`config.mk`:
```
export PLATFORM = sky130hd
export DESIGN_NAME = multicycle_ctrl_hs
export DESIGN_NICKNAME = d
export VERILOG_FILES = /design/src/rtl/multicycle_ctrl_hs.sv
export SDC_FILE = /design/constraint.sdc
export NUM_CORES = 1
export LEC_CHECK = 0
export CAP_MARGIN = 5
export CORE_MARGIN = 1.5
export CORE_UTILIZATION = 48
export CTS_CLUSTER_DIAMETER = 60
export DETAILED_ROUTE_END_ITERATION = 8
export PLACE_DENSITY = 0.9
export SYNTH_ARGS = -nofsm -noshare
export SYNTH_HDL_FRONTEND = slang
export SYNTH_SLANG_ARGS = --single-unit
```
`constraint.sdc`:
```
create_clock -name clk -period 2.4 [get_ports clk]
set_input_delay 0.6 -clock clk [delete_from_list [all_inputs] [get_ports clk]]
set_output_delay 0.6 -clock clk [all_outputs]
set_load 0.03 [all_outputs]
```
`src/rtl/multicycle_ctrl_hs.sv`:
```
// rtl/multicycle_ctrl_hs.sv - multi-cycle MIPS control FSM with memory handshake, stall timeout and retire counter
// Optional macro CTRL_EXT_EN adds the ADDI_EXE, ADDI_WB and BNE states.
module multicycle_ctrl_hs #(
   parameter int STALL_MAX = 16,
   parameter int CNT_W     = 32
) (
   input  logic             clk,
   input  logic             rst,
   input  logic [5:0]       inst,
   input  logic             mem_ready,
   output logic             mem_req,
   output logic             PCWrite,
   output logic             PCWriteCond,
   output logic             BranchNE,
   output logic             IorD,
   output logic             MemRead,
   output logic             MemWrite,
   output logic             MemtoReg,
   output logic             IRWrite,
   output logic             RegWrite,
   output logic             RegDst,
   output logic             ALUSrcA,
   output logic [1:0]       ALUSrcB,
   output logic [1:0]       ALUop,
   output logic [1:0]       PCSource,
   output logic             err,
   output logic [3:0]       state_o,
   output logic [CNT_W-1:0] retired
);

   typedef enum logic [3:0] {
      IDLE     = 4'd0,
      FETCH    = 4'd1,
      DECODE   = 4'd2,
      MEM_ADDR = 4'd3,
      MEM_RD   = 4'd4,
      WB_LW    = 4'd5,
      MEM_WR   = 4'd6,
      R_EXE    = 4'd7,
      R_WB     = 4'd8,
      BEQ      = 4'd9,
      JUMP     = 4'd10,
`ifdef CTRL_EXT_EN
      ADDI_EXE = 4'd11,
      ADDI_WB  = 4'd12,
      BNE      = 4'd13,
`endif
      ERR      = 4'd15
   } state_t;

   localparam logic [5:0] OP_LW    = 6'b100011;
   localparam logic [5:0] OP_SW    = 6'b101011;
   localparam logic [5:0] OP_RTYPE = 6'b000000;
   localparam logic [5:0] OP_BEQ   = 6'b000100;
   localparam logic [5:0] OP_J     = 6'b000010;
`ifdef CTRL_EXT_EN
   localparam logic [5:0] OP_ADDI  = 6'b001000;
   localparam logic [5:0] OP_BNE   = 6'b000101;
`endif

   localparam int WW = (STALL_MAX > 1) ? $clog2(STALL_MAX) : 1;
   localparam logic [WW-1:0] WAIT_LAST = WW'(STALL_MAX - 1);

   state_t        state, next_state;
   logic [WW-1:0] wait_cnt;
   logic          mem_wait, timeout, retire;

   assign mem_wait = (state == FETCH || state == MEM_RD || state == MEM_WR) && !mem_ready;
   // STALL_MAX of 0 disables the trap; the counter then just wraps unobserved.
   assign timeout  = (STALL_MAX != 0) && !mem_ready && (wait_cnt == WAIT_LAST);
   assign state_o  = state;

   always_ff @(posedge clk) begin
      if (rst) begin
         state    <= IDLE;
         wait_cnt <= '0;
         retired  <= '0;
      end else begin
         state <= next_state;
         if (mem_wait && next_state == state)
            wait_cnt <= wait_cnt + WW'(1);
         else
            wait_cnt <= '0;
         if (retire)
            retired <= retired + CNT_W'(1);
      end
   end

   always_comb begin
      next_state  = state;
      retire      = 1'b0;
      mem_req     = 1'b0;
      PCWrite     = 1'b0;
      PCWriteCond = 1'b0;
      BranchNE    = 1'b0;
      IorD        = 1'b0;
      MemRead     = 1'b0;
      MemWrite    = 1'b0;
      MemtoReg    = 1'b0;
      IRWrite     = 1'b0;
      RegWrite    = 1'b0;
      RegDst      = 1'b0;
      ALUSrcA     = 1'b0;
      ALUSrcB     = 2'b00;
      ALUop       = 2'b00;
      PCSource    = 2'b00;
      err         = 1'b0;
      case (state)
         IDLE: next_state = FETCH;
         FETCH: begin
            mem_req = 1'b1;
            MemRead = 1'b1;
            ALUSrcB = 2'b01;
            // IR and PC load only on the completing cycle so a stall never double-steps the PC
            IRWrite = mem_ready;
            PCWrite = mem_ready;
            if (mem_ready)    next_state = DECODE;
            else if (timeout) next_state = ERR;
         end
         DECODE: begin
            ALUSrcB = 2'b11;
            case (inst)
               OP_LW, OP_SW: next_state = MEM_ADDR;
               OP_RTYPE:     next_state = R_EXE;
               OP_BEQ:       next_state = BEQ;
               OP_J:         next_state = JUMP;
`ifdef CTRL_EXT_EN
               OP_ADDI:      next_state = ADDI_EXE;
               OP_BNE:       next_state = BNE;
`endif
               default:      next_state = ERR;
            endcase
         end
         MEM_ADDR: begin
            ALUSrcA    = 1'b1;
            ALUSrcB    = 2'b10;
            next_state = (inst == OP_SW) ? MEM_WR : MEM_RD;
         end
         MEM_RD: begin
            mem_req = 1'b1;
            MemRead = 1'b1;
            IorD    = 1'b1;
            if (mem_ready)    next_state = WB_LW;
            else if (timeout) next_state = ERR;
         end
         WB_LW: begin
            RegWrite   = 1'b1;
            MemtoReg   = 1'b1;
            next_state = FETCH;
            retire     = 1'b1;
         end
         MEM_WR: begin
            mem_req  = 1'b1;
            MemWrite = 1'b1;
            IorD     = 1'b1;
            if (mem_ready) begin
               next_state = FETCH;
               retire     = 1'b1;
            end else if (timeout) begin
               next_state = ERR;
            end
         end
         R_EXE: begin
            ALUSrcA    = 1'b1;
            ALUop      = 2'b10;
            next_state = R_WB;
         end
         R_WB: begin
            RegWrite   = 1'b1;
            RegDst     = 1'b1;
            next_state = FETCH;
            retire     = 1'b1;
         end
         BEQ: begin
            ALUSrcA     = 1'b1;
            ALUop       = 2'b01;
            PCWriteCond = 1'b1;
            PCSource    = 2'b01;
            next_state  = FETCH;
            retire      = 1'b1;
         end
         JUMP: begin
            PCWrite    = 1'b1;
            PCSource   = 2'b10;
            next_state = FETCH;
            retire     = 1'b1;
         end
`ifdef CTRL_EXT_EN
         ADDI_EXE: begin
            ALUSrcA    = 1'b1;
            ALUSrcB    = 2'b10;
            next_state = ADDI_WB;
         end
         ADDI_WB: begin
            RegWrite   = 1'b1;
            next_state = FETCH;
            retire     = 1'b1;
         end
         BNE: begin
            ALUSrcA     = 1'b1;
            ALUop       = 2'b01;
            PCWriteCond = 1'b1;
            PCSource    = 2'b01;
            BranchNE    = 1'b1;
            next_state  = FETCH;
            retire      = 1'b1;
         end
`endif
         ERR: err = 1'b1;
         default: next_state = ERR;
      endcase
   end

endmodule
```
==> reports/summary.txt <==
CTS Buf Count - 5
WS Path Type - primary input to output port
Reg-to-Reg Start - state_o[1]$_SDFF_PP0_
simple-gate share of the synthesized area - 27.19%
Die W - 71.54 µm
status - finished with violations
gr usage total - 22.84%
Syn. warnings - 0
min Tclk post-route - 2.303 ns
Cells after Synth - 277
Clock Tree Buf Depth - 2
vias per inst - 5.804
first-pass GRT wire length - 9549 µm
CP Launch Point - mem_ready
Post-synth ARST share - 0%
Final setup violation count - 0
Leak - 1.085 nW
nets - 361
net count after synthesis - 288
total gr overflow - 0
Pins Over Slew Limit - 0
largest net degree at the start of global routing - 18
H-Tree Depth - 2
Fin Clk Skew - 0.003652 ns
Seq cells post-synth - 40
synth unique cells - 49
Area Growth Syn to Fin - 36.02%
Final Cycle Share - 95.94%
PD cells - 505.5 nW/µm²
CP Data Required Time - 1.80 ns
reg2reg setup slack - 0.39 ns
net switching power - 0.4813 mW
CORE AREA - 4444 µm²
top cells by count, synth - dfxtp_1, nor2_1, a21oi_1
Synth Area in Adders - 1.110%
top cell type's share of synthesized area - 35.52%
Routed WL per cell - 14.31 µm
Clock Latency Late Sink - 0.30 ns
CTS tree - done
root buffer cell - clkbuf_8
Crit. End Element - output port
initial antenna violation count - 0
Int Power - 1.069 mW
synthesized area per cell - 8.140 µm²
vias - 2339
Worst-path clk slew - 0.07 ns
critical path peak fanout - 2
final hold vios - 0
die area - 5117 µm²
critical path arrival - 1.70 ns
switching share of power - 31.05%
GPL Wtd Cong - 0.9187
failing checks - design-rule violations
hold crit path type - flop to flop
most frequent cell after synthesis - dfxtp_1
Flop pwr share - 44.9%
Max Cap Violations - 0
Filler Cell Count - 374
DRT iter0 DRCs - 199
worst vdd ir - 469.3 µV
Worst setup SP type - primary input
layout cells sized above 1 - 14.53%
routed wire length - 5767 µm
diode count - 0
clock sinks - 40
final core occ - 69.00%
Post-DRT Antenna Nets - 0
most used flip-flop cell after synthesis - dfxtp_1
chip height - 71.54 µm
Area contributors post-synth - dfxtp_1, nor2_1, a21oi_1
DRT Pass-1 Iters - 6
Compound-Gate Fraction of Synth Area - 22.70%
DP HPWL - 4214 µm
drc violations - 5
Clk pwr share - 30.1%
Site Rows - 24
Max Clock Freq - 434.3 MHz
cell taking the most area after synthesis - dfxtp_1
Mapped Area - 2255 µm²
total power - 1.550 mW
RSZ-0062 raised after global routing - false
mux share of post-synthesis cell area - 0.4440%
area share of xor/xnor cells in the synthesized design - 7.769%
worst hold start - wait_cnt[0]$_SDFF_PP0_
combinational power share - 25.0%
register area share after synthesis - 35.52%
vias in the first global route - 2230
initial core utilization - 50.73%
largest family of logic cells by synthesized area - simple AND/OR/NAND/NOR gates
Post-synth EDFFs - 0
port buffer count - 62
IO Count - 64
[cell families after synthesis]
| kind of cell | count (synthesis) |
|---|---|
| multiplexers | 1 |
| AO/OA/AOI/OAI | 72 |
| buffers and inverters | 22 |
| adder cells (fa/ha/maj) | 2 |
| AND/OR/NAND/NOR | 119 |
| other | 1 |
| flip-flops | 40 |
| XOR/XNOR | 20 |
[final cells by class]
type                    count  area, µm²  area share (%)
flip-flops and latches     40      800.8           26.11
multi-input cells         215       1348           43.94
well taps                  52      65.06           2.122
inverters                   5      18.77          0.6120
repair buffers             83      744.5           24.28
clock buffers               8      90.09           2.938
[power by group through the flow]
stage | clock network (mW) | logic (mW) | registers, mW
3_5_place_dp | 0 | 0.392 | 0.711
4_1_cts | 0.472 | 0.387 | 0.696
3_3_place_gp | 0 | 0.384 | 0.710
6_report | 0.466 | 0.388 | 0.696
2_1_floorplan | 0 | 0.214 | 0.723
5_1_grt | 0.501 | 0.411 | 0.699
[layout by cell type (no fill, tap or decap), types with 3 or more instances in the layout]
| master | synthesis | routed |
|---|---|---|
| clkdlybuf4s50_1 | 0 | 44 |
| dfxtp_1 | 40 | 40 |
| nor2_1 | 37 | 37 |
| buf_4 | 4 | 30 |
| a21oi_1 | 22 | 21 |
| nand2_1 | 16 | 16 |
| o21ai_0 | 15 | 15 |
| or3_1 | 13 | 13 |
| xnor2_1 | 12 | 12 |
| nand3_1 | 10 | 10 |
| nand2b_1 | 8 | 8 |
| xor2_1 | 8 | 8 |
| nand4_1 | 7 | 7 |
| dlygate4sd2_1 | 0 | 7 |
| clkbuf_8 | 0 | 6 |
| inv_1 | 5 | 5 |
| and3_1 | 4 | 4 |
| nor3_1 | 5 | 4 |
| and4_1 | 4 | 4 |
| a211oi_1 | 4 | 4 |
| a31oi_1 | 4 | 4 |
| nor2b_1 | 3 | 3 |
| or2_2 | 3 | 3 |
| and2_1 | 3 | 3 |
| o21ai_1 | 3 | 3 |
| a2111oi_2 | 3 | 3 |
[metrics by stage]
stage               hold slack, ns    TNS [ns]  setup slack, ns  instance area [µm²]  std cells
floorplan                   0.4179    -0.08121         -0.04143                 2263        277
global placement            0.4368     -0.8598          -0.2981                 2988        395
detailed placement          0.4615      -1.441          -0.3150                 2988        395
CTS                         0.4784  -0.0008228       -0.0008228                 3070        403
global route                0.4953           0          0.02177                 3067        403
finish                      0.4727           0          0.09735                 3067        403
[final timing paths]
check                                               end  cells past startpoint
worst min register to register   wait_cnt[0]$_SDFF_PP0_                      1
worst max register to register  retired[7]$_SDFFE_PP0P_                      7
worst max-delay path                            PCWrite                      4
worst min-delay path             wait_cnt[0]$_SDFF_PP0_                      1
[flip-flops by register name (all words and copies together) (netlist names)]
name      flops
wait_cnt      4
state_o       4
retired      32
[routing by layer]
layer / track usage [%] / share of wire [%] / wire length (µm)
met1: 27.07 / 43 / 2463
met2: 40.81 / 50 / 2872
met3: 5.626 / 6.1 / 353
met4: 6.918 / 1.3 / 77
met5: 0 / 0 / 0
[worst max-delay path, stage by stage]
cell	delay [ns]
clkdlybuf4s50_1	0.45
and3_1	0.18
or2_2	0.29
buf_2	0.18
[what timing repair did]
| item | in CTS | in global routing |
|---|---|---|
| hold buffers | 0 | 0 |
| setup buffers | 0 | 0 |
| gates resized for setup | 10 | 3 |
| setup endpoints to repair | 8 | 2 |
Note: power is estimated with default switching activity, not from simulation.
